**src/rtl/lcd_pkg.sv**
```systemverilog
// Shared constants and instruction decode for the HD44780-style LCD receiver.
package lcd_pkg;

  localparam int DDRAM_DEPTH = 32;
  localparam int ADDR_W      = $clog2(DDRAM_DEPTH);
  localparam int ROW1_BIT    = 6;
  localparam logic [7:0] SPACE = 8'h20;

  localparam logic [7:0] MASK_SET_DDRAM = 8'h80;
  localparam logic [7:0] MASK_FUNC_SET  = 8'h20;
  localparam logic [7:0] MASK_DISPLAY   = 8'h08;
  localparam logic [7:0] MASK_ENTRY     = 8'h04;
  localparam logic [7:0] MASK_HOME      = 8'h02;
  localparam logic [7:0] MASK_CLEAR     = 8'h01;

  // Option bits inside the commands above
  localparam int FUNC_DL_BIT   = 4;
  localparam int DISPLAY_D_BIT = 2;
  localparam int ENTRY_ID_BIT  = 1;
  localparam logic [7:0] SET_DDRAM_BAD = 8'h30;

  typedef enum logic {PH_HIGH, PH_LOW} phase_e;

  typedef enum logic [2:0] {
    OP_NONE, OP_CLEAR, OP_HOME, OP_ENTRY, OP_DISPLAY, OP_FUNC_SET, OP_SET_DDRAM
  } op_e;

  // Highest set bit selects the command; 0x40 and 0x10 commands are not supported.
  function automatic op_e decode_op(input logic [7:0] b);
    op_e op;
    op = OP_NONE;
    if ((b & MASK_SET_DDRAM) != 8'h00)    op = OP_SET_DDRAM;
    else if (b[6])                        op = OP_NONE;
    else if ((b & MASK_FUNC_SET) != 8'h00) op = OP_FUNC_SET;
    else if (b[4])                        op = OP_NONE;
    else if ((b & MASK_DISPLAY) != 8'h00) op = OP_DISPLAY;
    else if ((b & MASK_ENTRY) != 8'h00)   op = OP_ENTRY;
    else if ((b & MASK_HOME) != 8'h00)    op = OP_HOME;
    else if ((b & MASK_CLEAR) != 8'h00)   op = OP_CLEAR;
    return op;
  endfunction

endpackage

```
**src/rtl/lcd_ddram.sv**
```systemverilog
// 32x8 display data RAM: synchronous write, asynchronous read.
module lcd_ddram
  import lcd_pkg::*;
(
  input  logic              clk,
  input  logic              wr_en,
  input  logic [ADDR_W-1:0] wr_addr,
  input  logic [7:0]        wr_data,
  input  logic [ADDR_W-1:0] rd_addr,
  output logic [7:0]        rd_data
);

  logic [7:0] mem [DDRAM_DEPTH];

  always_ff @(posedge clk) begin
    if (wr_en) mem[wr_addr] <= wr_data;
  end

  assign rd_data = mem[rd_addr];

endmodule

```
**src/rtl/lcd_receiver.sv**
```systemverilog
// Device side of an HD44780-style LCD link: captures host nibbles on en falling
// edges, assembles bytes, executes instructions and writes display data.
module lcd_receiver
  import lcd_pkg::*;
(
  input  logic              clk,
  input  logic              reset,
  input  logic              en,
  input  logic              rs,
  input  logic [3:0]        data,
  input  logic [ADDR_W-1:0] rd_addr,
  output logic [7:0]        rd_data,
  output logic              cmd_valid,
  output logic [7:0]        cmd_byte,
  output logic              cmd_rs,
  output logic              four_bit,
  output logic              display_on,
  output logic [ADDR_W-1:0] cursor,
  output logic              busy,
  output logic              err
);

  logic              en_q;
  phase_e            phase;
  logic [3:0]        hi_nib;
  logic              hi_rs;
  logic              inc_mode;
  logic [ADDR_W-1:0] clr_idx;

  logic              capture, take, byte_done, byte_rs, proto_err;
  logic [7:0]        byte_val;
  op_e               op;
  logic              wr_en;
  logic [ADDR_W-1:0] wr_addr;
  logic [7:0]        wr_data;

  assign capture = en_q && !en;
  assign take    = capture && !busy;

  // Byte assembly; in 8-bit mode only the function-set wakeup bytes are legal.
  always_comb begin
    byte_done = 1'b0;
    byte_val  = 8'h00;
    byte_rs   = 1'b0;
    proto_err = 1'b0;
    if (take) begin
      if (!four_bit) begin
        byte_val = {data, 4'h0};
        byte_rs  = rs;
        if (rs || (data != 4'h2 && data != 4'h3)) proto_err = 1'b1;
        else byte_done = 1'b1;
      end else if (phase == PH_LOW) begin
        byte_val = {hi_nib, data};
        byte_rs  = hi_rs;
        if (rs != hi_rs) proto_err = 1'b1;
        else byte_done = 1'b1;
      end
    end
  end

  assign op = decode_op(byte_val);

  // Clear owns the write port while busy; captures are dropped then, so no conflict.
  assign wr_en   = !reset && (busy || (byte_done && byte_rs));
  assign wr_addr = busy ? clr_idx : cursor;
  assign wr_data = busy ? SPACE : byte_val;

  lcd_ddram u_ddram (
    .clk     (clk),
    .wr_en   (wr_en),
    .wr_addr (wr_addr),
    .wr_data (wr_data),
    .rd_addr (rd_addr),
    .rd_data (rd_data)
  );

  always_ff @(posedge clk) begin
    if (reset) begin
      en_q       <= 1'b0;
      phase      <= PH_HIGH;
      hi_nib     <= 4'h0;
      hi_rs      <= 1'b0;
      inc_mode   <= 1'b1;
      clr_idx    <= '0;
      four_bit   <= 1'b0;
      display_on <= 1'b0;
      cursor     <= '0;
      busy       <= 1'b0;
      err        <= 1'b0;
      cmd_valid  <= 1'b0;
      cmd_byte   <= 8'h00;
      cmd_rs     <= 1'b0;
    end else begin
      en_q      <= en;
      cmd_valid <= 1'b0;

      if (busy) begin
        clr_idx <= clr_idx + 1'b1;
        if (clr_idx == ADDR_W'(DDRAM_DEPTH - 1)) busy <= 1'b0;
      end

      if ((capture && busy) || proto_err) err <= 1'b1;

      if (take && four_bit) begin
        phase <= (phase == PH_HIGH) ? PH_LOW : PH_HIGH;
        if (phase == PH_HIGH) begin
          hi_nib <= data;
          hi_rs  <= rs;
        end
      end

      if (byte_done) begin
        cmd_valid <= 1'b1;
        cmd_byte  <= byte_val;
        cmd_rs    <= byte_rs;
        if (!four_bit) begin
          if (data == 4'h2) four_bit <= 1'b1;
          phase <= PH_HIGH;
        end else if (byte_rs) begin
          cursor <= inc_mode ? cursor + 1'b1 : cursor - 1'b1;
        end else begin
          case (op)
            OP_SET_DDRAM: begin
              cursor <= {byte_val[ROW1_BIT], byte_val[3:0]};
              if ((byte_val & SET_DDRAM_BAD) != 8'h00) err <= 1'b1;
            end
            OP_FUNC_SET: if (byte_val[FUNC_DL_BIT]) four_bit <= 1'b0;
            OP_DISPLAY:  display_on <= byte_val[DISPLAY_D_BIT];
            OP_ENTRY:    inc_mode <= byte_val[ENTRY_ID_BIT];
            OP_HOME:     cursor <= '0;
            OP_CLEAR: begin
              busy     <= 1'b1;
              clr_idx  <= '0;
              cursor   <= '0;
              inc_mode <= 1'b1;
            end
            default: ;
          endcase
        end
      end
    end
  end

endmodule

```
**config.mk**
```make
export PLATFORM = sky130hd
export DESIGN_NAME = lcd_receiver
export DESIGN_NICKNAME = d
export VERILOG_FILES = /design/src/rtl/lcd_pkg.sv /design/src/rtl/lcd_ddram.sv /design/src/rtl/lcd_receiver.sv
export SDC_FILE = /design/constraint.sdc
export NUM_CORES = 1
export LEC_CHECK = 0
export ABC_AREA = 1
export BUFFER_PORTS_ARGS = -buffer_cell sky130_fd_sc_hd__buf_2
export CAP_MARGIN = 20
export CORE_ASPECT_RATIO = 1.2
export CORE_MARGIN = 8
export CORE_UTILIZATION = 45
export CTS_CLUSTER_DIAMETER = 80
export DETAILED_ROUTE_END_ITERATION = 8
export PLACE_DENSITY = 0.72
export SLEW_MARGIN = 20
export SYNTH_ARGS = -nofsm -noshare
export SYNTH_HDL_FRONTEND = slang
export SYNTH_SLANG_ARGS = --single-unit
```
**constraint.sdc**
```tcl
create_clock -name clk -period 3.58 [get_ports clk]
set_clock_uncertainty 0.1 [all_clocks]
set_input_delay 0.358 -clock clk [delete_from_list [all_inputs] [get_ports clk]]
set_output_delay 0.358 -clock clk [all_outputs]
set_load 0.01 [all_outputs]
```
==> metrics.md, run 1 <==
| Metric | Value |
|---|---|
| Outcome | finished, final reports clean |
| CTS Buf Count | 28 |
| Final worst-path cycle share | 81.68% |
| Die width | 165.7 um |
| Setup crit start kind | input pin |
| Post-synthesis register bit count | 288 |
| Commonest non-fill, non-tap cell in the layout | edfxtp_1 |
| Relative slew slack | 37.82% |
| Die area | approximately 32000 sq um |
| Yosys top cell area share | 63.54% |
| Mean post-synth cell area | 11.93 sq um |
| GRT Util Overall | 17.48% |
| RSZ-0062 raised after global routing | no |
| Num Clock Sinks | 288 |
| Max IR drop VDD | 0.3448 mV |
| R2R setup slack | 0.77 ns |
| Fmax | 0.3420 GHz |
| Initial antenna violation count | 0 |
| Cell area after synthesis | 12100 sq um |
| Ports | 40 |
| First-pass DRT Iterations | 6 |
| Drc violations | 0 |
| Power Dens Cells | between 500 and 600 nW/um^2 |
| Synth-to-layout area growth | 14.59% |
| Final Hold Fails | 0 |
| First-pass GRT wire length | 45.53 mm |
| Max-slew violations | 0 |
| Via count | between 8000 and 9000 |
| Dominant cell type by area after synthesis | edfxtp_1 |
| Setup TNS | 0 ns |
| Vias in the first global route | 8062 |
| Grt ovf | 0 |
| Sequential-to-total area share from yosys stat | approximately 69% |
| Max FO, Critical Path | 12 |
| Post_cts resized | 0 |
| Crit path required time | between 3 and 4 ns |
| Final WL | 29.09 mm |
| Setup Viol. Count Final | 0 |
| Syn nets | 1034 |
| Gpl congestion | 0.8760 |
| Via density | 5.782 |
| Nets | around 1100 |
| Largest net degree at the start of global routing | 129 |
| Root buf cell | clkbuf_16 |
| Max_cap viols | 0 |
| Standard-cell row count | 65 |
| Initial Util | 45.91% |
| CORE AREA | 26350 sq um |
| Initial DRC count | around 740 |
| Final ANT Viol Nets | 0 |
| Critical-path top delay cell | nor2_1 |
| CP Cell Sequence | dlygate4sd3_1 > buf_2 > nor3_1 > nand2_1 > o21ai_2 > nand2_2 > inv_2 > nand2_4 > a21oi_4 > nand4_2 > nor2_1 |
| Worst-Margin Slew | approximately 0.93 ns |
| Routed len/inst | 20.42 um |
| Layout cell share with drive strength beyond 1 | between 10% and 20% |
| H-tree levels | 1 |
| Die Y | 195.6 um |
| I/O Buffers | 39 |
| Clk slew on worst S/H paths | 0.06 ns |
| Synth top area cells | edfxtp_1 64%, o21ai_0 6.6%, nor2_1 6.3%, dfxtp_1 5.3%, o221ai_1 3.3% |
| EDFF count, synth | 256 |
| Final core occ | 52.61% |
| Max stage delay on crit path | approximately 0.57 ns |
| WS Path Type | input pin to register |
| CP arrival | 3.00 ns |
| Worst-Skew Late Latency | 0.54 ns |
| Minimum clock period | a little under 3 ns |
| # diodes | 0 |
| Lkg Pwr | 4.715 nW |
| Highest-count cells in the layout ignoring fill and taps | 256 x edfxtp_1, 199 x nor2_1, 160 x o21ai_0 |
| Postcts setup bufs | 0 |
| Ys async rst share | 0% |
| Final HPWL DP | around 18 mm |
| CTS tree | yes |
| Hold slack | 0.04223 ns |
| Critical Path End Type | register |
| Worst Hold Class | input pin to register |
| Synth warnings | 0 |
| Synth Flop Type | edfxtp_1 |
| Clk buf depth | 3 |
| Fillers | 2245 |
| Netlist cell types | 43 |
| Synthesized instance count | 1014 |
## stage by stage
step	power [mW]	worst slack, ns	std cells	instance area, sq um
after CTS	7.110	0.6639	1425	13860
final	7.070	0.6558	1425	13860
after floorplan	3.893	1.198	1014	12100
after detailed placement	4.014	0.6524	1370	12830
after global placement	4.007	0.7076	1370	12830
after global routing	7.263	0.4200	1425	13860
## layout make-up
| cell class | count | area (sq um) | share of cell area (%) |
|---|---|---|---|
| clock buffer | 31 | 733.2 | 5.289 |
| inverter | 44 | 167.7 | 1.209 |
| multi-input combinational | 622 | 3359 | 24.23 |
| timing repair buffer | 84 | 593.1 | 4.278 |
| clock inverter | 21 | 262.8 | 1.895 |
| tap | 335 | 419.2 | 3.023 |
| sequential | 288 | 8328 | 60.07 |
## per-layer routing
layer	vias up	global-route usage, %	part of all wire, %
met2	399	29.28	48
li1	3839	-	-
met1	3946	21.83	40
met5	-	0	0
met3	56	3.214	8.6
met4	0	7.520	3.4
## report_power, final
| part | total (mW) | internal [mW] | switching (mW) |
|---|---|---|---|
| logic | 0.331 | 0.0976 | 0.233 |
| clock network | 3.12 | 1.85 | 1.27 |
| registers | 3.62 | 3.61 | 0.00111 |
| total | 7.07 | 5.57 | 1.50 |
## logic make-up after synthesis
group,synth area share (%)
AOI/OAI and AO/OA,13.62
xor gates and xnor gates,0.2896
adders and majority gates,0.7860
buffers and inverters,3.475
DFF,68.84
and+or+nand+nor,12.99
## synthesized netlist by cell type, types with 2 or more instances
library cell  count
edfxtp_1        256
nor2_1          202
o21ai_0         160
nand2_1          61
o221ai_1         46
clkbuf_1         45
inv_1            35
dfxtp_1          32
nand3_1          30
o22ai_1          19
a21oi_1          18
a31oi_1          11
buf_2            11
nand4_2           8
inv_2             7
a32oi_1           6
ha_1              6
nand2_2           6
nand3_2           6
nand2_4           4
nand4_1           4
nor3_1            4
xor2_1            4
a21oi_2           3
nand3b_1          3
nor2_2            3
nor2_4            3
a21oi_4           2
buf_4             2
o21ai_1           2
o21ai_2           2
or2_2             2
## path summary, 6_finish.rpt
path / start / end / cells after the start
max reg2reg: phase / u_ddram.mem[12][5] / 9
min reg2reg: display_on / display_on / 2
max: data[2] / u_ddram.mem[12][5] / 11
min: data[1] / hi_nib[1] / 3
## critical path: cells and delay by family
family,cells,cell delay (ns)
compound gates,2,0.39
buf+inv,3,0.85
simple gates,6,1.40
## registers in the layout (all words and copies together) (netlist names)
name         cells
err              1
en_q             1
cursor           5
phase            1
hi_nib           4
four_bit         1
display_on       1
cmd_rs           1
clr_idx          5
busy             1
cmd_byte         8
hi_rs            1
u_ddram.mem    256
cmd_valid        1
inc_mode         1
## what timing repair did
action                                  4_1_cts  5_1_grt
hold endpoints to repair                      3        0
hold buffers                                  3        0
endpoints found under the setup margin        0        0
Power figures use the tool's default switching activity.
==> run 2, diff against run 1 <==
==> constraint.sdc (replaced) <==
create_clock -name clk -period 2.7 [get_ports clk]
set_clock_uncertainty 0.1 [all_clocks]
set_input_delay 0.27 -clock clk [delete_from_list [all_inputs] [get_ports clk]]
set_output_delay 0.27 -clock clk [all_outputs]
set_load 0.01 [all_outputs]
==> run 2 against run 1 <==
Global-route usage grew 0.54 points. Flip-flop and latch count is the same. Critical endpoint is now u_ddram.mem[13][0]. Register-to-register slack lost 0.50 ns. Worst hold slack gained 0.33 ns. Clock power grew 16%. Sequential power grew 33%. Count of clock-buffer cells in the layout shrank 2. Worst setup slack lost 0.40 ns.
==> metrics.md, run 2 (synthesis gave the netlist of run 1 again) <==
| Metric | Value |
|---|---|
| Setup crit start kind | input pin |
| Die area | 32410 sq um (unchanged) |
| Crit path required time | 2.83 ns (-0.83 ns) |
| WS Path Type | input pin to register |
| # diodes | 0 (unchanged) |
| Post_cts resized | 0 (unchanged) |
| Lkg Pwr | 4.779 nW (+1.4%) |
| Max FO, Critical Path | 8 (-4) |
| Worst-case reg-to-reg path depth | 10 (+1) |
| Max stage delay on crit path | 0.53 ns (-0.04 ns) |
| Placed cells | 1389 (+1.4%) |
| Final ANT Viol Nets | 0 (unchanged) |
| R2r startpoint | four_bit |
| Worst Hold Class | register to register |
| WHS Path Cells | 2 (-1) |
| Routed len/inst | 20.85 um (+2.1%) |
| Root buf cell | clkbuf_16 |
| Grt ovf | 0 (unchanged) |
| CP delay by family, top | buffers and inverters |
| Standard-cell row count | 65 (unchanged) |
| Die Y | 195.6 um (unchanged) |
| Hold endpoint | display_on |
| I/O Buffers | 39 (unchanged) |
| Setup TNS | 0 ns (unchanged) |
| Critical Path End Type | register |
| Final core occ | 52.93% (+0.32 points) |
| CP Cell Sequence | dlygate4sd3_1 > buf_2 > nor3_1 > nand2_1 > o21ai_2 > nand2_2 > inv_2 > nand2_4 > a21oi_4 > buf_12 > nand4_2 > nor2_1 > buf_4 |
| H-tree levels | 1 (unchanged) |
| Drc violations | 0 (unchanged) |
| Via count | 8405 (+2.0%) |
| Initial DRC count | 686 (-7.2%) |
| GRT Util Overall | 18.02% (+0.54 points) |
| Largest net degree at the start of global routing | 81 (-37%) |
| Fin cells | 1444 (+1.3%) |
| Final Hold Fails | 0 (unchanged) |
| First-pass GRT wire length | 46.71 mm (+2.6%) |
| Worst-Margin Slew | 0.6729 ns (-0.2588 ns) |
| R2R setup slack | 0.27 ns (-0.50 ns) |
| CP arrival | 2.58 ns (-0.42 ns) |
| Synth-to-layout area growth | 15.30% |
| Setup Viol. Count Final | 0 (unchanged) |
| Outcome | finished, final reports clean |
| Hold path startpoint | display_on |
| RSZ-0062 raised after global routing | no |
| Critical-path top delay cell | dlygate4sd3_1 |
| R2R Path End | u_ddram.mem[13][0] |
| Ports | 40 (unchanged) |
| Worst Path Buf+Inv | 5 (+2) |
| Initial antenna violation count | 1 (+1) |
| CORE AREA | 26350 sq um (unchanged) |
| Via density | 5.821 (+0.66%) |
| Layout cell share with drive strength beyond 1 | 17.13% (+0.068 points) |
| Max-slew violations | 0 (unchanged) |
| Fmax | about 0.41 GHz |
| Clk slew on worst S/H paths | 0.06 ns (about the same) |
| Regs by FF count | u_ddram.mem (256), cmd_byte (8) |
| Final WL | 30.11 mm (+3.5%) |
| DP Area | 13020 sq um (+1.4%) |
| Design Area, Final | 13950 sq um (+0.61%) |
| Power Dens Cells | 635.9 nW/um^2 (+25%) |
| Worst-Skew Late Latency | 0.53 ns (about the same) |
| CTS tree | yes |
| Vias in the first global route | 8467 (+5.0%) |
| Final HPWL DP | 19.18 mm (+7.7%) |
| Initial Util | 45.91% (unchanged) |
| First-pass DRT Iterations | 5 (-1) |
| Highest-count cells in the layout ignoring fill and taps | 256 x edfxtp_1, 199 x nor2_1, 160 x o21ai_0 |
| Final worst-path cycle share | between 90% and 100% |
| CTS Buf Count | 27 (-3.6%) |
| Largest register FFs | 256 (unchanged) |
| Nets | 1112 (+2.2%) |
| Commonest non-fill, non-tap cell in the layout | edfxtp_1 |
| Die width | 165.7 um (unchanged) |
| Gpl congestion | 0.8975 (+2.5%) |
| Clk buf depth | 3 (unchanged) |
| Relative slew slack | 55.09% (+17 points) |
| Max IR drop VDD | 0.3861 mV (+12%) |
| Num Clock Sinks | 288 (unchanged) |
| Minimum clock period | roughly 2.4 ns |
| Max_cap viols | 0 (unchanged) |
| Largest Register | u_ddram.mem |
run 2: worst reg2reg max path, cell delays in order (launching register included):
cell     delay [ns]
dfxtp_1        0.52
nand2_1        0.20
o21ai_2        0.24
nand2_2        0.08
inv_2          0.09
nand2_4        0.06
a21oi_4        0.17
buf_12         0.16
nand4_2        0.14
nor2_1         0.16
buf_4          0.21
run 2: cell type report:
class / count / area (sq um)
tap: 335 / 419.2
clock buffer: 29 / 683.2
fill: 2230 / 12400
multi-input combinational: 622 / 3357
sequential: 288 / 8328
timing repair buffer: 109 / 843.3
clock inverter: 17 / 150.1
inverter: 44 / 167.7
run 2: how the worst max path moves through the flow:
| stage | startpoint | depth (start not counted) | end |
|---|---|---|---|
| floorplan | four_bit | 9 | u_ddram.mem[0][0] |
| global route | data[1] | 14 | u_ddram.mem[6][5] |
| CTS | four_bit | 9 | u_ddram.mem[13][0] |
| global placement | four_bit | 9 | u_ddram.mem[5][0] |
| finish | data[3] | 13 | u_ddram.mem[13][0] |
| detailed placement | four_bit | 9 | u_ddram.mem[12][5] |
run 2: metal layers:
metal	up-vias	share of wire (%)	track usage (%)
met5	-	0.037	0
met4	2	3.7	7.587
met2	387	49	30.50
met3	82	8.8	4.138
li1	3877	-	-
met1	4057	39	21.80
run 2: timing repair:
item | CTS | global route
setup buffers | 0 | 1
hold endpoints to repair | 10 | 0
hold buffers | 8 | 0
setup endpoints to repair | 0 | 8
run 2: power by group:
part | switching [mW] | internal, mW | leakage (nW)
combinational | 0.316 | 0.145 | 1.87
clock | 1.52 | 2.09 | 0.397
sequential | 0.00160 | 4.79 | 2.51
total | 1.84 | 7.03 | 4.78
run 2: metrics by stage:
stage	power, mW	worst slack [ns]	hold WS (ns)
2_1_floorplan	5.162	0.3181	0.2979
3_3_place_gp	5.327	0.2467	0.3470
3_5_place_dp	5.336	0.1888	0.3516
4_1_cts	8.934	0.1729	0.3677
5_1_grt	9.117	0.1234	0.3786
6_report	8.869	0.2563	0.3719
